### src/rtl/axi4_rd_rr_arbiter_pkg.sv
// Shared definitions for the AXI4 read-port arbiter: grant codes, FSM states,
// response codes and the arbitration pick function.
package axi_pkg;

    localparam logic [1:0] GRANT_NONE = 2'b00;
    localparam logic [1:0] GRANT_IFU  = 2'b01;
    localparam logic [1:0] GRANT_LSU  = 2'b10;

    typedef enum logic [1:0] {
        ST_IDLE = 2'd0,
        ST_ADDR = 2'd1,
        ST_DATA = 2'd2
    } state_e;

    localparam logic [1:0] RESP_OKAY   = 2'b00;
    localparam logic [1:0] RESP_EXOKAY = 2'b01;
    localparam logic [1:0] RESP_SLVERR = 2'b10;
    localparam logic [1:0] RESP_DECERR = 2'b11;

    // On contention the master that did not win last time goes next (fixed mode: IFU).
    function automatic logic [1:0] rr_pick(input logic       ifu_req,
                                           input logic       lsu_req,
                                           input logic [1:0] last_grant,
                                           input logic       rr_en);
        if (ifu_req && lsu_req)
            return (rr_en && (last_grant == GRANT_IFU)) ? GRANT_LSU : GRANT_IFU;
        else if (ifu_req)
            return GRANT_IFU;
        else if (lsu_req)
            return GRANT_LSU;
        else
            return GRANT_NONE;
    endfunction

endpackage

### src/rtl/axi4_rd_rr_arbiter_burst_checker.sv
// Per-burst beat counter; flags a handshake whose rlast disagrees with the
// burst length captured at AR acceptance.
module axi_burst_checker
    import axi_pkg::*;
(
    input  logic       i_clk,
    input  logic       i_rst_n,
    input  logic       i_start,
    input  logic [7:0] i_len,
    input  logic       i_beat,
    input  logic       i_last,
    output logic       o_err
);

    logic [7:0] r_len_q;
    logic [7:0] r_beat_cnt;

    always_ff @(posedge i_clk or negedge i_rst_n) begin
        if (!i_rst_n) begin
            r_len_q    <= 8'd0;
            r_beat_cnt <= 8'd0;
        end else if (i_start) begin
            r_len_q    <= i_len;
            r_beat_cnt <= 8'd0;
        end else if (i_beat) begin
            r_beat_cnt <= r_beat_cnt + 8'd1;
        end
    end

    // Short burst: rlast early. Over-long burst: no rlast on the final counted beat.
    assign o_err = i_beat && (i_last ? (r_beat_cnt != r_len_q) : (r_beat_cnt == r_len_q));

endmodule

### src/rtl/axi4_rd_rr_arbiter.sv
// Shares one AXI4 read port between IFU and LSU; the grant is held from AR
// acceptance to the rlast handshake so bursts never interleave.
//   state   | meaning
//   IDLE    | no grant, choose next master from pending arvalids
//   ADDR    | granted master's AR forwarded to slave, waiting for arready
//   DATA    | R beats routed to granted master until rlast handshake
module axi4_rd_rr_arbiter
    import axi_pkg::*;
#(
    parameter int DATA_WIDTH = 32,
    parameter int ADDR_WIDTH = 32,
    parameter int ID_WIDTH   = 4,
    parameter int RR_ENABLE  = 1
) (
    input  logic                  i_clk,
    input  logic                  i_rst_n,
    input  logic                  i_ifu_arvalid,
    input  logic [ADDR_WIDTH-1:0] i_ifu_araddr,
    input  logic [ID_WIDTH-1:0]   i_ifu_arid,
    input  logic [7:0]            i_ifu_arlen,
    input  logic [2:0]            i_ifu_arsize,
    input  logic [1:0]            i_ifu_arburst,
    output logic                  o_ifu_arready,
    output logic                  o_ifu_rvalid,
    output logic [DATA_WIDTH-1:0] o_ifu_rdata,
    output logic [1:0]            o_ifu_rresp,
    output logic                  o_ifu_rlast,
    output logic [ID_WIDTH-1:0]   o_ifu_rid,
    input  logic                  i_ifu_rready,
    input  logic                  i_lsu_arvalid,
    input  logic [ADDR_WIDTH-1:0] i_lsu_araddr,
    input  logic [ID_WIDTH-1:0]   i_lsu_arid,
    input  logic [7:0]            i_lsu_arlen,
    input  logic [2:0]            i_lsu_arsize,
    input  logic [1:0]            i_lsu_arburst,
    output logic                  o_lsu_arready,
    output logic                  o_lsu_rvalid,
    output logic [DATA_WIDTH-1:0] o_lsu_rdata,
    output logic [1:0]            o_lsu_rresp,
    output logic                  o_lsu_rlast,
    output logic [ID_WIDTH-1:0]   o_lsu_rid,
    input  logic                  i_lsu_rready,
    output logic                  o_arvalid,
    output logic [ADDR_WIDTH-1:0] o_araddr,
    output logic [ID_WIDTH-1:0]   o_arid,
    output logic [7:0]            o_arlen,
    output logic [2:0]            o_arsize,
    output logic [1:0]            o_arburst,
    input  logic                  i_arready,
    input  logic                  i_rvalid,
    input  logic [DATA_WIDTH-1:0] i_rdata,
    input  logic [1:0]            i_rresp,
    input  logic                  i_rlast,
    input  logic [ID_WIDTH-1:0]   i_rid,
    output logic                  o_rready,
    output logic [1:0]            o_grant,
    output logic                  o_err_burst
);

    localparam logic W_RR_EN = (RR_ENABLE != 0);

    state_e     r_state, w_state_nxt;
    logic [1:0] r_grant, w_grant_nxt;
    logic [1:0] r_last_grant, w_last_grant_nxt;

    logic w_sel_ifu, w_sel_lsu, w_m_arvalid, w_m_rready, w_ar_hs, w_r_hs;

    assign w_sel_ifu   = (r_grant == GRANT_IFU);
    assign w_sel_lsu   = (r_grant == GRANT_LSU);
    assign w_m_arvalid = (w_sel_ifu && i_ifu_arvalid) || (w_sel_lsu && i_lsu_arvalid);
    assign w_m_rready  = (w_sel_ifu && i_ifu_rready) || (w_sel_lsu && i_lsu_rready);
    assign w_ar_hs     = (r_state == ST_ADDR) && w_m_arvalid && i_arready;
    assign w_r_hs      = (r_state == ST_DATA) && i_rvalid && w_m_rready;

    always_ff @(posedge i_clk or negedge i_rst_n) begin
        if (!i_rst_n) begin
            r_state      <= ST_IDLE;
            r_grant      <= GRANT_NONE;
            r_last_grant <= GRANT_LSU;
        end else begin
            r_state      <= w_state_nxt;
            r_grant      <= w_grant_nxt;
            r_last_grant <= w_last_grant_nxt;
        end
    end

    always_comb begin
        w_state_nxt      = r_state;
        w_grant_nxt      = r_grant;
        w_last_grant_nxt = r_last_grant;
        unique case (r_state)
            ST_IDLE: begin
                w_grant_nxt = rr_pick(i_ifu_arvalid, i_lsu_arvalid, r_last_grant, W_RR_EN);
                if (w_grant_nxt != GRANT_NONE)
                    w_state_nxt = ST_ADDR;
            end
            ST_ADDR: begin
                // A master withdrawing its request releases the port without counting as a turn.
                if (!w_m_arvalid) begin
                    w_state_nxt = ST_IDLE;
                    w_grant_nxt = GRANT_NONE;
                end else if (i_arready) begin
                    w_state_nxt = ST_DATA;
                end
            end
            ST_DATA: begin
                if (w_r_hs && i_rlast) begin
                    w_state_nxt      = ST_IDLE;
                    w_grant_nxt      = GRANT_NONE;
                    w_last_grant_nxt = r_grant;
                end
            end
            default: begin
                w_state_nxt = ST_IDLE;
                w_grant_nxt = GRANT_NONE;
            end
        endcase
    end

    always_comb begin
        o_arvalid     = 1'b0;
        o_araddr      = '0;
        o_arid        = '0;
        o_arlen       = '0;
        o_arsize      = '0;
        o_arburst     = '0;
        o_ifu_arready = 1'b0;
        o_lsu_arready = 1'b0;
        o_rready      = 1'b0;
        o_ifu_rvalid  = 1'b0;
        o_ifu_rdata   = '0;
        o_ifu_rresp   = '0;
        o_ifu_rlast   = 1'b0;
        o_ifu_rid     = '0;
        o_lsu_rvalid  = 1'b0;
        o_lsu_rdata   = '0;
        o_lsu_rresp   = '0;
        o_lsu_rlast   = 1'b0;
        o_lsu_rid     = '0;
        if (r_state == ST_ADDR) begin
            o_arvalid     = w_m_arvalid;
            o_araddr      = w_sel_ifu ? i_ifu_araddr  : i_lsu_araddr;
            o_arid        = w_sel_ifu ? i_ifu_arid    : i_lsu_arid;
            o_arlen       = w_sel_ifu ? i_ifu_arlen   : i_lsu_arlen;
            o_arsize      = w_sel_ifu ? i_ifu_arsize  : i_lsu_arsize;
            o_arburst     = w_sel_ifu ? i_ifu_arburst : i_lsu_arburst;
            o_ifu_arready = w_sel_ifu && i_arready;
            o_lsu_arready = w_sel_lsu && i_arready;
        end
        if (r_state == ST_DATA) begin
            o_rready = w_m_rready;
            if (w_sel_ifu) begin
                o_ifu_rvalid = i_rvalid;
                o_ifu_rdata  = i_rdata;
                o_ifu_rresp  = i_rresp;
                o_ifu_rlast  = i_rlast;
                o_ifu_rid    = i_rid;
            end
            if (w_sel_lsu) begin
                o_lsu_rvalid = i_rvalid;
                o_lsu_rdata  = i_rdata;
                o_lsu_rresp  = i_rresp;
                o_lsu_rlast  = i_rlast;
                o_lsu_rid    = i_rid;
            end
        end
    end

    assign o_grant = r_grant;

    axi_burst_checker u_burst_checker (
        .i_clk   (i_clk),
        .i_rst_n (i_rst_n),
        .i_start (w_ar_hs),
        .i_len   (o_arlen),
        .i_beat  (w_r_hs),
        .i_last  (i_rlast),
        .o_err   (o_err_burst)
    );

endmodule
### config.mk
export PLATFORM = sky130hd
export DESIGN_NAME = axi4_rd_rr_arbiter
export DESIGN_NICKNAME = d
export VERILOG_FILES = /design/src/rtl/axi4_rd_rr_arbiter_pkg.sv /design/src/rtl/axi4_rd_rr_arbiter_burst_checker.sv /design/src/rtl/axi4_rd_rr_arbiter.sv
export SDC_FILE = /design/constraint.sdc
export NUM_CORES = 1
export LEC_CHECK = 0
export BUFFER_PORTS_ARGS = -buffer_cell sky130_fd_sc_hd__clkbuf_2
export CORE_AREA = 4 4 108 110
export CTS_BUF_LIST = sky130_fd_sc_hd__clkbuf_4
export DETAILED_ROUTE_END_ITERATION = 16
export DIE_AREA = 0 0 112 114
export GPL_ROUTABILITY_DRIVEN = 0
export PLACE_DENSITY = 0.68
export SLEW_MARGIN = 20
export SYNTH_ARGS = -nofsm -noshare
export SYNTH_HDL_FRONTEND = slang
export SYNTH_SLANG_ARGS = --single-unit
### constraint.sdc
create_clock -name i_clk -period 3.15 [get_ports i_clk]
set_input_delay 0.315 -clock i_clk [delete_from_list [all_inputs] [get_ports i_clk]]
set_output_delay 0.315 -clock i_clk [all_outputs]
set_load 0.01 [all_outputs]
# Yosys cells after proc, flatten, opt, wreduce, memory -nomap -nowiden
# Cells that the tools add are included.
# W data, S select, Z words.
[totals]
ff_bits = 22
in_bits = 145
[classes]
n_reduce_logical = 21
add_sub_neg = 1
mux = 49
n_eq_ne = 11
[ops]
columns = ["cell", "count"]
rows = [
  ["$mux W32", 6],
  ["$mux W2", 16],
  ["$mux W8", 4],
  ["$mux W4", 6],
  ["$logic_and A1 B1 Y1", 13],
  ["$mux W1", 13],
  ["$pmux W2 S3", 2],
  ["$add A8 B1 Y8 const B", 1],
  ["$eq A8 B8 Y1", 1],
  ["$ne A8 B8 Y1", 1],
  ["$eq A2 B1 Y1 const B", 3],
  ["$mux W3", 2],
  ["$eq A2 B2 Y1 const B", 2],
  ["$ne A2 B2 Y1 const B", 2],
  ["$reduce_and A2 Y1", 2],
  ["$reduce_bool A2 Y1", 2],
  ["$ne A3 B3 Y1 const B", 1],
  ["$reduce_and A3 Y1", 1],
  ["$logic_not A2 Y1", 1],
  ["$logic_or A1 B1 Y1", 2],
  ["$ne A2 B1 Y1 const B", 1],
]

# Logic depth before layout (Yosys ltp)
# Gate-level depths: netlist of the first run.
[logic_depth]
word_depth = 7
mapped_depth = 5
ltp_nobuf = 5

# Cells and area by module
# A second synthesis of the first run with hierarchy kept.
[unflattened]
hier_cells = 372
area_unflattened_um2 = 2499.9
[modules_own_cells]
columns = ["mod", "cells_per_inst", "area_each_um2", "instances"]
rows = [
  ["axi4_rd_rr_arbiter", 306, 1727.9, 1],
  ["axi_burst_checker", 66, 772.0, 1],
]

# Worst setup path before layout of the first run
# Ideal clock, no wire load.
[synth_timing]
path_kind = "reg2out"
start = "register r_grant[1], in the netlist o_grant[1]"
end = "output port o_araddr[0]"
stages_incl_launch_ff = 6
arrival_time_ns = 1.408
path_slack_ns = 1.427
n_path_buf = 2
path_cell_list = "dfrtp_1 > and2b_4 > buf_2 > buf_2 > nand2_1 > a21oi_1"
[synth_via]
elab_chain_len = 3
[synth_lines]
columns = ["item", "line_no", "text"]
rows = [
  ["start: declaration", "axi4_rd_rr_arbiter.sv:63", "logic [1:0] r_grant, w_grant_nxt;"],
  ["start signal: assignment", "axi4_rd_rr_arbiter.sv:82", "r_grant <= w_grant_nxt;"],
  ["$eq A2 B1 Y1", "axi4_rd_rr_arbiter.sv:68", "assign w_sel_ifu = (r_grant == GRANT_IFU);"],
  ["$mux W32", "axi4_rd_rr_arbiter.sv:142", "o_araddr = w_sel_ifu ? i_ifu_araddr : i_lsu_araddr;"],
  ["$mux W32", "axi4_rd_rr_arbiter.sv:140", "if (r_state == ST_ADDR) begin"],
  ["end: declaration", "axi4_rd_rr_arbiter.sv:44", "output logic [ADDR_WIDTH-1:0] o_araddr,"],
]
# Every way passes these cells.

# Final worst setup path of the first run
[layout_timing]
start = "register r_grant[1], in the netlist o_grant[1]"
end = "output port o_ifu_rdata[11]"
[layout_via]
elab_chain_len = 3
[layout_lines]
columns = ["item", "line_no", "text"]
rows = [
  ["$eq A2 B1 Y1", "axi4_rd_rr_arbiter.sv:68", ""],
  ["$mux W32", "axi4_rd_rr_arbiter.sv:152", "if (w_sel_ifu) begin"],
  ["$mux W32", "axi4_rd_rr_arbiter.sv:150", "if (r_state == ST_DATA) begin"],
  ["end: declaration", "axi4_rd_rr_arbiter.sv:25", "output logic [DATA_WIDTH-1:0] o_ifu_rdata,"],
]
# Every way passes these cells.

==> results of run 1 <==
-- flip-flops by register name, indices dropped and copies added, names as in the netlist --
name,flops
o_grant,2
r_last_grant,2
u_burst_checker.r_beat_cnt,8
u_burst_checker.r_len_q,8
r_state,2
-- kinds of logic after synthesis --
kind of cell	after synthesis	share of synthesized area (%)
buffers and inverters	31	5.57
adder cells (fa/ha/maj)	1	0.507
AO/OA/AOI/OAI	70	17.6
AND/OR/NAND/NOR	214	44.1
multiplexers	11	5.22
XOR/XNOR	13	4.61
flip-flops	22	22.3
-- cells in the final DEF, fill, tap and decap left out, types with 3 or more instances in the layout --
cell	instances
and2_1	80
nor2_1	10
clkbuf_4	4
xnor2_1	13
nand2_1	103
dfrtp_1	21
buf_4	7
clkbuf_2	280
nand4_1	4
a21oi_1	54
mux2_2	7
o21ai_0	3
inv_1	5
-- critical path: cells and delay by family, from the launching register on --
kind          cells  cell delay [ps]
flops             1              490
simple gates      3              860
buf+inv           2              430
-- layer usage --
metal | GRT usage, % | wire (um)
met1 | 19.0 | 4210
met2 | 25.5 | 5130
met3 | 3.40 | 901
met4 | 1.20 | 31
met5 | 0 | 0
-- layout make-up --
class                           count  area, um^2  area share (%)
Inverter                            5        18.8           0.466
Multi-Input combinational cell    309        1790            44.4
Timing Repair Buffer              288        1460            36.3
Clock buffer                        4        30.0           0.745
Sequential cell                    22         552            13.7
Tap cell                          140         175            4.35
-- worst paths after layout --
kind                                       from                         end  slack, ps  cells past startpoint
worst min register to register  r_last_grant[1]             r_last_grant[1]        500                      2
worst min-delay path                  i_arready                  r_state[0]        190                      2
worst max register to register       o_grant[1]  u_burst_checker.r_len_q[5]       1070                      4
worst max-delay path                 o_grant[1]             o_ifu_rdata[11]        720                      5
min in group asynchronous               i_rst_n             r_last_grant[0]        510                      2
max in group asynchronous               i_rst_n             r_last_grant[1]       2270                      2
-- power breakdown --
group / internal (mW) / switching (mW)
Clock: 0.0582 / 0.0869
Sequential: 0.356 / 0.0882
Combinational: 0.634 / 0.954
-- repair_timing --
item	in CTS	in global routing
gates resized for setup	0	0
hold buffers	1	0
endpoints found under the hold margin	21	0
-- through the flow --
step | cell area [um^2] | power [mW] | cells
2_1_floorplan | 2470 | 1.44 | 362
3_3_place_gp | 3990 | 2.06 | 763
3_5_place_dp | 3990 | 2.07 | 763
4_1_cts | 4030 | 2.22 | 768
5_1_grt | 4030 | 2.40 | 768
6_report | 4030 | 2.18 | 768
==> impl_metrics.env, run 1 <==
export IMPL_status="finished, final reports clean"
export IMPL_path_clk_slew_ps=120
export IMPL_first_global_vias=3138
export IMPL_vdd_drop_max_uv=292
export IMPL_vias_per_cell=4.32
export IMPL_required_ps=2830
export IMPL_path_class="reg -> out"
export IMPL_synth_nets=508
export IMPL_antennaDiodeCount=0
export IMPL_post_route_util_pct=37.7
export IMPL_avgSynthCellArea_um2=6.82
export IMPL_crit_chain="nand2b_2 > nor2_2 > buf_4 > and2_1 > clkbuf_2"
export IMPL_io_pins=281
export IMPL_vias=3314
export IMPL_clk_latency_ps=310
export IMPL_setup_tns_ps=0
export IMPL_cp_max_fo=40
export IMPL_netlist_area_mm2=0.00247
export IMPL_cp_end_kind="output port"
export IMPL_drtIter0Drc=187
export IMPL_worst_pin_slew_ps=561
export IMPL_cts_root_buf="clkbuf_4"
export IMPL_synthArstFlopShare_pct=100
export IMPL_drt_total_wl_um=10300
export IMPL_drive_above_1_share_pct=50.2
export IMPL_yosysWarnings=0
export IMPL_first_pass_iters=4
export IMPL_slew_viol_final=0
export IMPL_whs_ps=194
export IMPL_grt_usage_pct=14.5
export IMPL_final_setup_viol_count=0
export IMPL_leakage_nw=2.33
export IMPL_synth_edff_count=0
export IMPL_dp_slack_ps=1030
export IMPL_maxSlewHeadroom_pct=62.6
export IMPL_slowest_stage="dfrtp_1"
export IMPL_cts_max_path_buffers=2
export IMPL_start_util_pct=23.1
export IMPL_yosys_top_cells_count="nand2_1, and2_1, a21oi_1"
export IMPL_arrival_ps=2110
export IMPL_fillers=1173
export IMPL_synth_top_area_share_pct=21.3
export IMPL_die_w_um=112
export IMPL_grt_antenna_before_repair=0
export IMPL_htree_levels=1
export IMPL_nets=775
export IMPL_hold_path_class="in -> reg"
export IMPL_synth_top_cell_by_area="dfrtp_1"
export IMPL_syn_inst=362
export IMPL_synthDistinctLibCells=37
export IMPL_synth_seq_cells=22
export IMPL_fin_skew_ps=2.65
export IMPL_cts_tree="yes"
export IMPL_coreArea_mm2=0.0107
export IMPL_min_period_ps=2430
export IMPL_overflow=0
export IMPL_start_kind="register"
export IMPL_synthTopCellsByArea="dfrtp_1, and2_1, nand2_1"
export IMPL_yosysMostFrequentCell="nand2_1"
export IMPL_place_port_buffers=280
export IMPL_grt_pass1_wl_um=15800
export IMPL_critPathMaxStageDelay_ps=490
export IMPL_cts_sinks=22
export IMPL_final_hold_violation_count=0
export IMPL_rsz0062_at_grt="false"
export IMPL_grt_start_max_net_pins=41
export IMPL_ant_nets=0
export IMPL_fmax_ghz=0.412
export IMPL_dp_hpwl_um=8720
export IMPL_synth_flop_cell="dfrtp_1"
export IMPL_die_h_um=114
export IMPL_rows=38
export IMPL_cap_violations=0
export IMPL_cts_setup_buffers=0
export IMPL_power_density_mw_per_mm2=540
export IMPL_yosysSeqAreaShare_pct=22.3
export IMPL_finalWorstSetupSlack_ps=725
export IMPL_drc=0
export IMPL_wire_per_inst_um=13.4
export IMPL_syn_to_final_growth_pct=63.2
export IMPL_numCtsBuffers=3
export IMPL_fin_crit_sh_pct=77.0
export IMPL_die_area_mm2=0.0128
Note: power is estimated with default switching activity, not from simulation.
==> run 2: changes to the inputs <==
- CORE_AREA: 4 4 108 110 -> 4 4 106 108
- DIE_AREA: 0 0 112 114 -> 0 0 110 112
- PLACE_DENSITY: 0.68 -> 0.7
- clock period: 3.15 -> 2.5 ns (I/O delays scaled with it)
==> run 2 against run 1 <==
  * Clock-buffer cell count shrank 1
  * Critical path depth stayed put
  * Largest power group unchanged
  * Clock power up 91%
  * Core utilization increased by 2.0 points
  * Via count rose by 1.3%
  * Worst hold slack got worse by 54 ps
  * Largest cell class unchanged
  * Wire length increased by 5.2%
  * Total power grew 33%
  * Combinational power rose by 30%
==> impl_metrics.env, run 2 (synthesis gave the netlist of run 1 again) <==
export IMPL_cp_max_fo=40
export IMPL_cts_sinks=22
export IMPL_vdd_drop_max_uv=269
export IMPL_rows=37
export IMPL_crit_chain="nand2b_2 > nor2_2 > buf_4 > and2_1 > clkbuf_2"
export IMPL_total_power_mw=2.90
export IMPL_die_area_mm2=0.0123
export IMPL_r2r_start="o_grant[0]"
export IMPL_fin_skew_ps=0.749
export IMPL_cts_tree="yes"
export IMPL_rsz0062_at_grt="false"
export IMPL_antennaDiodeCount=0
export IMPL_dp_slack_ps=528
export IMPL_die_w_um=110
export IMPL_top_regs="u_burst_checker.r_beat_cnt x8, u_burst_checker.r_len_q x8"
export IMPL_path_clk_slew_ps=130
export IMPL_cap_violations=0
export IMPL_ant_nets=0
export IMPL_power_density_mw_per_mm2=715
export IMPL_coreArea_mm2=0.0102
export IMPL_syn_to_final_growth_pct=64.4
export IMPL_drc=0
export IMPL_grt_pass1_wl_um=16100
export IMPL_grt_usage_pct=16.3
export IMPL_first_pass_iters=4
export IMPL_io_pins=281
export IMPL_drt_total_wl_um=10800
export IMPL_grt_antenna_before_repair=0
export IMPL_fmax_ghz=0.436
export IMPL_overflow=0
export IMPL_start_util_pct=24.1
export IMPL_cp_end_kind="output port"
export IMPL_cts_max_path_buffers=2
export IMPL_required_ps=2250
export IMPL_fin_crit_sh_pct=91.7
export IMPL_die_h_um=112
export IMPL_multi_input_area_mm2=0.00179
export IMPL_r2r_slack_ps=520
export IMPL_slowest_stage="dfrtp_1"
export IMPL_r2r_end="u_burst_checker.r_len_q[5]"
export IMPL_leakage_nw=2.34
export IMPL_final_common_cell="clkbuf_2"
export IMPL_fillers=1113
export IMPL_hold_path_class="in -> reg"
export IMPL_vias=3357
export IMPL_grt_start_max_net_pins=41
export IMPL_arrival_ps=2040
export IMPL_path_class="reg -> out"
export IMPL_nets=775
export IMPL_mostFrequentLayoutCells="clkbuf_2, nand2_1, and2_1"
export IMPL_worst_pin_slew_ps=552
export IMPL_seqCellArea_um2=552
export IMPL_clk_latency_ps=320
export IMPL_cts_setup_buffers=0
export IMPL_start_kind="register"
export IMPL_status="finished, final reports clean"
export IMPL_min_from="i_arready"
export IMPL_cts_resized=0
export IMPL_drtIter0Drc=322
export IMPL_final_hold_violation_count=0
export IMPL_rr_worst_depth=4
export IMPL_first_global_vias=3278
export IMPL_min_period_ps=2290
export IMPL_finalWorstSetupSlack_ps=207
export IMPL_cts_root_buf="clkbuf_4"
export IMPL_numCtsBuffers=3
export IMPL_maxSlewHeadroom_pct=63.2
export IMPL_vias_per_cell=4.39
export IMPL_place_port_buffers=280
export IMPL_wire_per_inst_um=14.2
export IMPL_dp_hpwl_um=9300
export IMPL_hold_end="r_state[0]"
export IMPL_setup_tns_ps=0
export IMPL_hold_path_depth=2
export IMPL_final_setup_viol_count=0
export IMPL_critPathMaxStageDelay_ps=480
export IMPL_slew_viol_final=0
export IMPL_drive_above_1_share_pct=50.2
export IMPL_htree_levels=1
[run 2: changes by cell type in the layout (fill, tap and decap cells not counted), sizes merged]
cell    previous run  this run
bufinv             0         1
clkbuf           284       283
[run 2: timing repair]
action,4_1_cts,5_1_grt
setup endpoints to repair,0,0
endpoints found under the hold margin,21,0
hold buffers,1,0
[run 2: worst max path at each step]
stage / endpoint / slack (ps) / from
2_1_floorplan: o_araddr[0] / 840 / o_grant[1]
3_3_place_gp: o_ifu_rdata[2] / 560 / o_grant[1]
3_5_place_dp: u_burst_checker.r_len_q[5] / 530 / o_grant[0]
4_1_cts: o_ifu_rdata[9] / 170 / o_grant[1]
5_1_grt: o_ifu_rdata[25] / 6 / o_grant[0]
6_report: o_ifu_rvalid / 210 / o_grant[1]
[run 2: cell type report]
cell class,count,area share (%)
inverters,5,0.462
flip-flops and latches,22,13.6
clock buffers,3,0.555
multi-input cells,309,44.1
clock inverters,1,0.740
well taps,136,4.19
repair buffers,288,36.4
[run 2: layer usage]
metal  up-vias  global-route usage (%)  part of all wire [%]
li1       1710                       -                     -
met1      1478                    19.1                    39
met2       163                    30.4                    51
met3         6                    3.01                   9.3
met4         0                    2.83                  0.76
met5         -                       0                     0
[run 2: stage by stage]
| stage | instance area, um^2 | hold slack (ps) | instances | util, % |
|---|---|---|---|---|
| detailed placement | 4000 | 264 | 759 | 39.1 |
| floorplan | 2470 | -45.6 | 362 | - |
| global placement | 4000 | 252 | 759 | 39.1 |
| global route | 4060 | 160 | 764 | 39.7 |
| finish | 4060 | 140 | 764 | 39.7 |
| CTS | 4060 | 133 | 764 | 39.7 |
[run 2: critical path, delay by kind of cell, from the launching register on]
kind                   cells  cell delay, ps
flip-flops                 1             480
AND/OR/NAND/NOR            3             790
buffers and inverters      2             420
[run 2: power breakdown]
part | leakage (nW) | internal, mW | switching (mW)
Clock | 0.0279 | 0.162 | 0.115
Sequential | 0.293 | 0.449 | 0.109
Combinational | 2.02 | 0.818 | 1.25
Total | 2.34 | 1.43 | 1.47
